## src/rtl/pc_seq_pkg.sv

```systemverilog
// rtl/pc_seq_pkg.sv - shared state encoding, trap causes and XLEN for the PC sequencer
package pc_seq_pkg;

  localparam int XLEN = 64;

  typedef enum logic [1:0] {
    ST_BOOT   = 2'b00,
    ST_RUN    = 2'b01,
    ST_HALTED = 2'b10,
    ST_TRAP   = 2'b11
  } state_e;

  localparam logic [1:0] CAUSE_NONE     = 2'b00;
  localparam logic [1:0] CAUSE_MISALIGN = 2'b01;
  localparam logic [1:0] CAUSE_BOUNDS   = 2'b10;

endpackage

```

## src/rtl/pc_next_sel.sv

```systemverilog
// rtl/pc_next_sel.sv - combinational next-PC / next-state selection; bounds trap under PC_BOUNDS_CHECK_EN
module pc_next_sel
  import pc_seq_pkg::*;
#(
  parameter logic [XLEN-1:0] TRAP_VECTOR = 64'h200,
  parameter int              IMEM_BYTES  = 1024
) (
  input  state_e            state,
  input  logic              branch_taken,
  input  logic [XLEN-1:0]   branch_target,
  input  logic              halt_req,
  input  logic              stall,
  input  logic              resume,
  input  logic [XLEN-1:0]   incr_pc,
  input  logic [XLEN-1:0]   pc,
  output logic [XLEN-1:0]   next_pc,
  output state_e            next_state,
  output logic              cnt_en,
  output logic [1:0]        trap_cause
);

  localparam logic [XLEN-1:0] IMEM_LIMIT = XLEN'(IMEM_BYTES);

  logic [XLEN-1:0] cand_pc;
  logic            advance;
  logic            bounds_hit;

`ifdef PC_BOUNDS_CHECK_EN
  assign bounds_hit = (cand_pc >= IMEM_LIMIT);
`else
  logic unused_bounds;
  assign unused_bounds = (cand_pc >= IMEM_LIMIT);
  assign bounds_hit    = 1'b0;
`endif

  // Pick the candidate advance address in RUN following the redirect priority
  always_comb begin
    cand_pc = incr_pc;
    advance = 1'b0;
    if (state == ST_RUN) begin
      if (branch_taken && (branch_target[1:0] == 2'b00)) begin
        cand_pc = branch_target;
        advance = 1'b1;
      end else if (!branch_taken && !halt_req && !stall) begin
        advance = 1'b1;
      end
    end
  end

  // Resolve next state, next pc, count enable and the cause of any trap entry
  always_comb begin
    next_pc    = pc;
    next_state = state;
    cnt_en     = 1'b0;
    trap_cause = CAUSE_NONE;
    case (state)
      ST_BOOT: begin
        next_state = ST_RUN;
      end
      ST_RUN: begin
        if (branch_taken && (branch_target[1:0] != 2'b00)) begin
          next_pc    = TRAP_VECTOR;
          next_state = ST_TRAP;
          trap_cause = CAUSE_MISALIGN;
        end else if (advance) begin
          if (bounds_hit) begin
            next_pc    = TRAP_VECTOR;
            next_state = ST_TRAP;
            trap_cause = CAUSE_BOUNDS;
          end else begin
            next_pc = cand_pc;
            cnt_en  = 1'b1;
          end
        end else if (halt_req) begin
          next_state = ST_HALTED;
        end
      end
      ST_HALTED: begin
        if (resume) next_state = ST_RUN;
      end
      ST_TRAP: begin
        next_pc = TRAP_VECTOR;
        if (resume) next_state = ST_RUN;
      end
      default: begin
        next_state = ST_BOOT;
      end
    endcase
  end

endmodule

```

## src/rtl/pc_sequencer.sv

```systemverilog
// rtl/pc_sequencer.sv - PC register stage feeding fetch; optional bounds trap via PC_BOUNDS_CHECK_EN
module pc_sequencer
  import pc_seq_pkg::*;
#(
  parameter logic [XLEN-1:0] RESET_PC    = 64'h0,
  parameter logic [XLEN-1:0] TRAP_VECTOR = 64'h200,
  parameter int              IMEM_BYTES  = 1024,
  parameter int              CNT_W       = 32
) (
  input  logic              clk,
  input  logic              rst_n,
  input  logic [XLEN-1:0]   incr_pc,
  input  logic              stall,
  input  logic              branch_taken,
  input  logic [XLEN-1:0]   branch_target,
  input  logic              halt_req,
  input  logic              resume,
  output logic [XLEN-1:0]   pc,
  output logic              pc_valid,
  output logic              trap,
  output logic [1:0]        trap_cause,
  output logic [1:0]        state,
  output logic [CNT_W-1:0]  fetch_count
);

  state_e            state_q, state_d;
  logic [XLEN-1:0]   pc_q, pc_d;
  logic              pc_valid_q, pc_valid_d;
  logic              trap_q, trap_d;
  logic [1:0]        cause_q, cause_d;
  logic [CNT_W-1:0]  cnt_q, cnt_d;
  logic              cnt_en;
  logic [1:0]        sel_cause;

  pc_next_sel #(
    .TRAP_VECTOR (TRAP_VECTOR),
    .IMEM_BYTES  (IMEM_BYTES)
  ) u_next_sel (
    .state         (state_q),
    .branch_taken  (branch_taken),
    .branch_target (branch_target),
    .halt_req      (halt_req),
    .stall         (stall),
    .resume        (resume),
    .incr_pc       (incr_pc),
    .pc            (pc_q),
    .next_pc       (pc_d),
    .next_state    (state_d),
    .cnt_en        (cnt_en),
    .trap_cause    (sel_cause)
  );

  // Sticky trap flag/cause, saturating fetch counter and registered valid
  always_comb begin
    trap_d     = trap_q;
    cause_d    = cause_q;
    cnt_d      = cnt_q;
    pc_valid_d = (state_d == ST_RUN);
    if (state_q == ST_RUN && state_d == ST_TRAP) begin
      trap_d  = 1'b1;
      cause_d = sel_cause;
    end else if (state_q == ST_TRAP && state_d == ST_RUN) begin
      trap_d  = 1'b0;
      cause_d = CAUSE_NONE;
    end
    if (cnt_en && (cnt_q != {CNT_W{1'b1}})) cnt_d = cnt_q + 1'b1;
  end

  // Architectural registers; async reset returns to BOOT at RESET_PC
  always_ff @(posedge clk or negedge rst_n) begin
    if (!rst_n) begin
      state_q    <= ST_BOOT;
      pc_q       <= RESET_PC;
      pc_valid_q <= 1'b0;
      trap_q     <= 1'b0;
      cause_q    <= CAUSE_NONE;
      cnt_q      <= '0;
    end else begin
      state_q    <= state_d;
      pc_q       <= pc_d;
      pc_valid_q <= pc_valid_d;
      trap_q     <= trap_d;
      cause_q    <= cause_d;
      cnt_q      <= cnt_d;
    end
  end

  assign pc          = pc_q;
  assign pc_valid    = pc_valid_q;
  assign trap        = trap_q;
  assign trap_cause  = cause_q;
  assign state       = state_q;
  assign fetch_count = cnt_q;

endmodule

```

## config.mk

```make
export PLATFORM = sky130hd
export DESIGN_NAME = pc_sequencer
export DESIGN_NICKNAME = d
export VERILOG_FILES = /design/src/rtl/pc_seq_pkg.sv /design/src/rtl/pc_next_sel.sv /design/src/rtl/pc_sequencer.sv
export SDC_FILE = /design/constraint.sdc
export NUM_CORES = 1
export LEC_CHECK = 0
export ABC_AREA = 1
export CORE_MARGIN = 8
export CORE_UTILIZATION = 43
export DETAILED_ROUTE_END_ITERATION = 16
export PLACE_DENSITY_LB_ADDON = 0.1
export SLEW_MARGIN = 20
export SYNTH_ARGS = -nofsm -noshare
export SYNTH_HDL_FRONTEND = slang
export SYNTH_SLANG_ARGS = --single-unit
```

## constraint.sdc

```tcl
create_clock -name clk -period 2.47 [get_ports clk]
set_clock_uncertainty 0.15 [all_clocks]
set_input_delay 0.494 -clock clk [delete_from_list [all_inputs] [get_ports clk]]
set_output_delay 0.494 -clock clk [all_outputs]
set_load 0.03 [all_outputs]
```

After elaboration in Yosys (flattened, before gate mapping)

Index checks and enable logic that the tools add are counted.
W data, S select, Z words.

$lt $le $gt $ge: 0
Bitwise operators: 0
Divide/modulo/power cells: 0
Shift operators: 0
Multiplexer cells: 21
Reductions and logical operators: 17
Add/subtract/negate cells: 1
Equality and inequality tests: 7
Multiply operators: 0

Operator list:

| operator                | count |
|---|---|
| $mux W64                | 3 |
| $pmux W64 S2            | 1 |
| $add A32 B1 Y32 const B | 1 |
| $ne A32 B32 Y1 const B  | 1 |
| $mux W2                 | 7 |
| $mux W1                 | 9 |
| $logic_and A1 B1 Y1     | 7 |
| $eq A2 B2 Y1 const B    | 3 |
| $pmux W2 S3             | 1 |
| $reduce_bool A2 Y1      | 3 |
| $eq A2 B1 Y1 const B    | 2 |
| $logic_not A2 Y1        | 2 |
| $logic_not A1 Y1        | 3 |
| $ne A3 B1 Y1 const B    | 1 |
| $reduce_and A2 Y1       | 1 |
| $reduce_or A2 Y1        | 1 |

Memories kept: 0
RAM bits: 0
ROM bits: 0
Output and inout port bits: 102
Register bits: 102
Bits of input ports: 134
Logic and storage cells: 52
Latch bits: 0

Depth between registers and ports, before layout

Depth after elaboration: 13
Depth in mapped cells: 11
Gate-level depth less buffers: 10

Hierarchy

From an unflattened synthesis, not the netlist that was laid out.

Cells, all modules: 897
Area total of the unflattened synthesis: 5933.2 um^2

By module, submodules not included:

| module       | times used | cells each | area an instance (um^2) | sequential area each (um^2) |
|---|---|---|---|---|
| pc_sequencer | 1          | 439        | 4053.9                  | 2552.4 |
| pc_next_sel  | 1          | 458        | 1879.3                  | 0.0 |

Least setup slack after synthesis

OpenSTA, ideal clock, no wires.

Path kind: reg2reg
From: register cnt_q[0] (netlist: fetch_count[0])
To: register cnt_q[30] (netlist: fetch_count[30])
Library setup time: 0.117 ns
Period minus slack after synthesis: 1.960 ns
Path buffers: 1
Arrival time: 1.693 ns
Slack: 0.510 ns
Required time: 2.203 ns
Stages on the path, launching flop included: 12
Cell sequence: dfrtp_1 ha_1 inv_1 nor2_4 nand2_2 nor2_4 nand2_4 nand2_8 inv_4 buf_6 nand2_1 nand2_1

Longest elaborated chain between the ends: 2
Elaborated cells between the ends (all ways): 3
Classes of those cells: add/sub: 1; eq/ne: 1; reduce/logical: 1

Ends and longest elaborated chain:

| item                                                    | RTL line           | source |
|---|---|---|
| from (decl)                                             | pc_sequencer.sv:31 | `logic [CNT_W-1:0] cnt_q, cnt_d;` |
| from (signal assigned)                                  | pc_sequencer.sv:84 | `cnt_q <= cnt_d;` |
| branches (longest 2 deep; another with $add A32 B1 Y32) | n/a                |  |

Parallel ways; which one is timed is not known.
A chain may end at the register's enable or synchronous reset.

Worst setup path after layout

From: register cnt_q[2] (netlist: fetch_count[2])
To: output fetch_count[2]

RTL lines:

| item      | RTL line           | source |
|---|---|---|
| to (decl) | pc_sequencer.sv:23 | `output logic [CNT_W-1:0] fetch_count` |

No word-level cell between the ends.

==> flow_summary_export.csv <==
group,metric,value,unit
cells_and_area,area_growth,50.9,%
global_route,grt_util_all_layers,0.224,
critical_path,cpPeakStageDelay,0.73,ns
outcome,status,"finished, final reports clean",
critical_path,cp.arrival,1.55,ns
routing,wl_per_cell,15.7,um
clock_network,cts_hold_buffers,1,
logic_synthesis,syn_inst,793,
critical_path,worstSetupStartpointType,"flip-flop",
power_and_ir_drop,power.density,1040,nW/um^2
clock_network,cts_setup_buffers,0,
placement,numPortBuffers,234,
critical_path,critPathKind,"reg -> out",
min_path,hp-class,"reg -> reg",
critical_path,r2r-start,"fetch_count[0]",
placement,placed_area,8070,um^2
flow_run,maxCapViolations,0,
cells_and_area,stdcell_count,1189,
routing,wirelength,18.6,mm
global_route,grt_first_pass_wirelength,29.4,mm
power_and_ir_drop,vdd_ir_drop_max,0.620,mV
sta,tns,0,ns
floorplanning,rows,41,
global_route,grt_pass1_vias,5715,
logic_synthesis,syn-cell-area,5560,um^2
sta,finalCriticalPeriod,2.19,ns
floorplanning,dieArea,16800,um^2
global_route,grt_max_degree,75,
logic_synthesis,synth_area_leaders,"dfrtp_1 45%, nor2_1 16%, nand2_1 13%",
cells_and_area,layout-drive-gt1-share,0.0442,
routing,vias,5715,
sta,max_freq,456,MHz
routing,drcViolationCount,0,
routing,drtIter0Drc,334,
logic_synthesis,yosysSeqAreaShare,0.455,
logic_synthesis,syn_area_per_cell,7.01,um^2
logic_synthesis,yosys.area.top_type,"dfrtp_1",
global_route,antenna_found_initial,0,
global_route,gr-total-overflow,0,
sta,drv_slew,0,
clock_network,cts_sinks,101,
clock_network,cts_resized,0,
critical_path,cp_slowest_cell,"clkdlybuf4s50_1",
critical_path,cp.buffers_inverters,1,
cells_and_area,antenna_cells,0,
floorplanning,design.core.area,12600,um^2
cells_and_area,final_area,8390,um^2
sta,rsz0062_at_grt,"false",
min_path,hold_end,"trap",
clock_network,clk_latency,0.34,ns
floorplanning,die_w,130,um
critical_path,crit_chain,"clkdlybuf4s50_1",
floorplanning,io_pins,236,
critical_path,r2r_slack,0.44,ns
placement,dpl.cell_count,1172,
critical_path,reg2reg_depth,10,
min_path,whs_path_depth,2,
clock_network,cts_buffers,9,
critical_path,critPathLaunch,"fetch_count[2]",
routing,postRouteAntennaNets,0,
critical_path,critPathTopFamily,"buffers and inverters",
sta,final-hold-violation-count,0,
sta,worst_slack,0.278,ns
floorplanning,die_h,130,um
placement,dp_hpwl,14.3,mm
critical_path,path_max_fanout,7,
clock_network,clock-root-buffer,"clkbuf_16",
sta,period_share,0.888,
logic_synthesis,synth.top_cells.by_count,"235 x nor2_1, 195 x nand2_1, 101 x dfrtp_1",
clock_network,path_clk_slew,0.06,ns
logic_synthesis,synth-edff-count,0,
floorplanning,initial_core_util,0.441,
placement,gp_congestion,0.906,
critical_path,crit_required,1.83,ns
routing,first_pass_iters,5,
min_path,min_from,"trap",
logic_synthesis,synth_top_area_share,0.455,
clock_network,htree_levels,3,
placement,place_ws,0.145,ns
logic_synthesis,yosysWarnings,0,
power_and_ir_drop,leakage,3.62,nW
logic_synthesis,synth-seq-cells,101,
logic_synthesis,yosys_most_used_dff,"dfrtp_1",
logic_synthesis,yosysMostFrequentCell,"nor2_1",
clock_network,clock_path_buffers,2,
critical_path,r2r_end,"fetch_count[3]",
logic_synthesis,async_flop_share,1.00,
sta,setup_viol,0,
critical_path,end_kind,"output port",
logic_synthesis,syn_nets,928,
routing,viasPerCell,4.81,
cells_and_area,nNetsFinal,1147,
clock_network,cts_tree,"built",
sta,hold_slack,0.344,ns
logic_synthesis,ys_types,32,
[cell families after synthesis]
group	after synthesis	synth area share
and+or+nand+nor	472	0.340
AOI/OAI and AO/OA	136	0.124
DFF	101	0.455
buffers and inverters	69	0.0576
xor gates and xnor gates	13	0.0205
adders and majority gates	1	0.00225
other	1	0.000675
[state kept, by name, indices dropped and copies added, names as in the netlist]
register	flops
trap	1
pc_valid	1
pc	64
trap_cause	1
state	2
fetch_count	32
[report_power, final]
part / internal (mW) / switching, mW
clock: 0.841 / 0.618
sequential: 2.27 / 0.375
combinational: 1.81 / 2.80
total: 4.92 / 3.80
[placed cells by master, fill, tap and decap left out, drive strengths merged, types with 4 or more instances in the layout]
cell type,n
xor2,6
inv,31
clkdlybuf4s50,232
nor2,242
xnor2,7
dfrtp,101
buf,13
nand4,4
clkbuf,11
nand3,24
nand2,199
a21oi,63
o21ai,68
[through the flow]
step | total power, mW | utilization
finish | 8.72 | 0.665
global route | 9.30 | 0.665
CTS | 8.82 | 0.665
detailed placement | 7.32 | 0.639
global placement | 7.28 | 0.639
floorplan | 5.31 | -
[worst max-delay path by stage]
stage	slack, ns	to	cells after the start
6_report	0.28	fetch_count[2]	1
5_1_grt	0.23	fetch_count[2]	1
4_1_cts	0.25	fetch_count[2]	1
3_5_place_dp	0.14	fetch_count[1]	10
3_3_place_gp	0.21	fetch_count[29]	10
2_1_floorplan	0.51	fetch_count[30]	11
[metal layers]
layer  routed length (um)  GRT usage
met5                    0          0
met4                  316     0.0697
met3                 1690     0.0861
met2                 9380      0.384
met1                 7260      0.253
[area by class of cell]
type / instances / area (um^2)
timing repair buffer: 246 / 2500
tap: 172 / 215
inverter: 31 / 119
clock inverter: 5 / 58.8
multi-input combinational: 623 / 2710
sequential: 101 / 2530
fill: 1124 / 4230
clock buffer: 11 / 253
No activity file was read; power rests on OpenSTA's default activity.
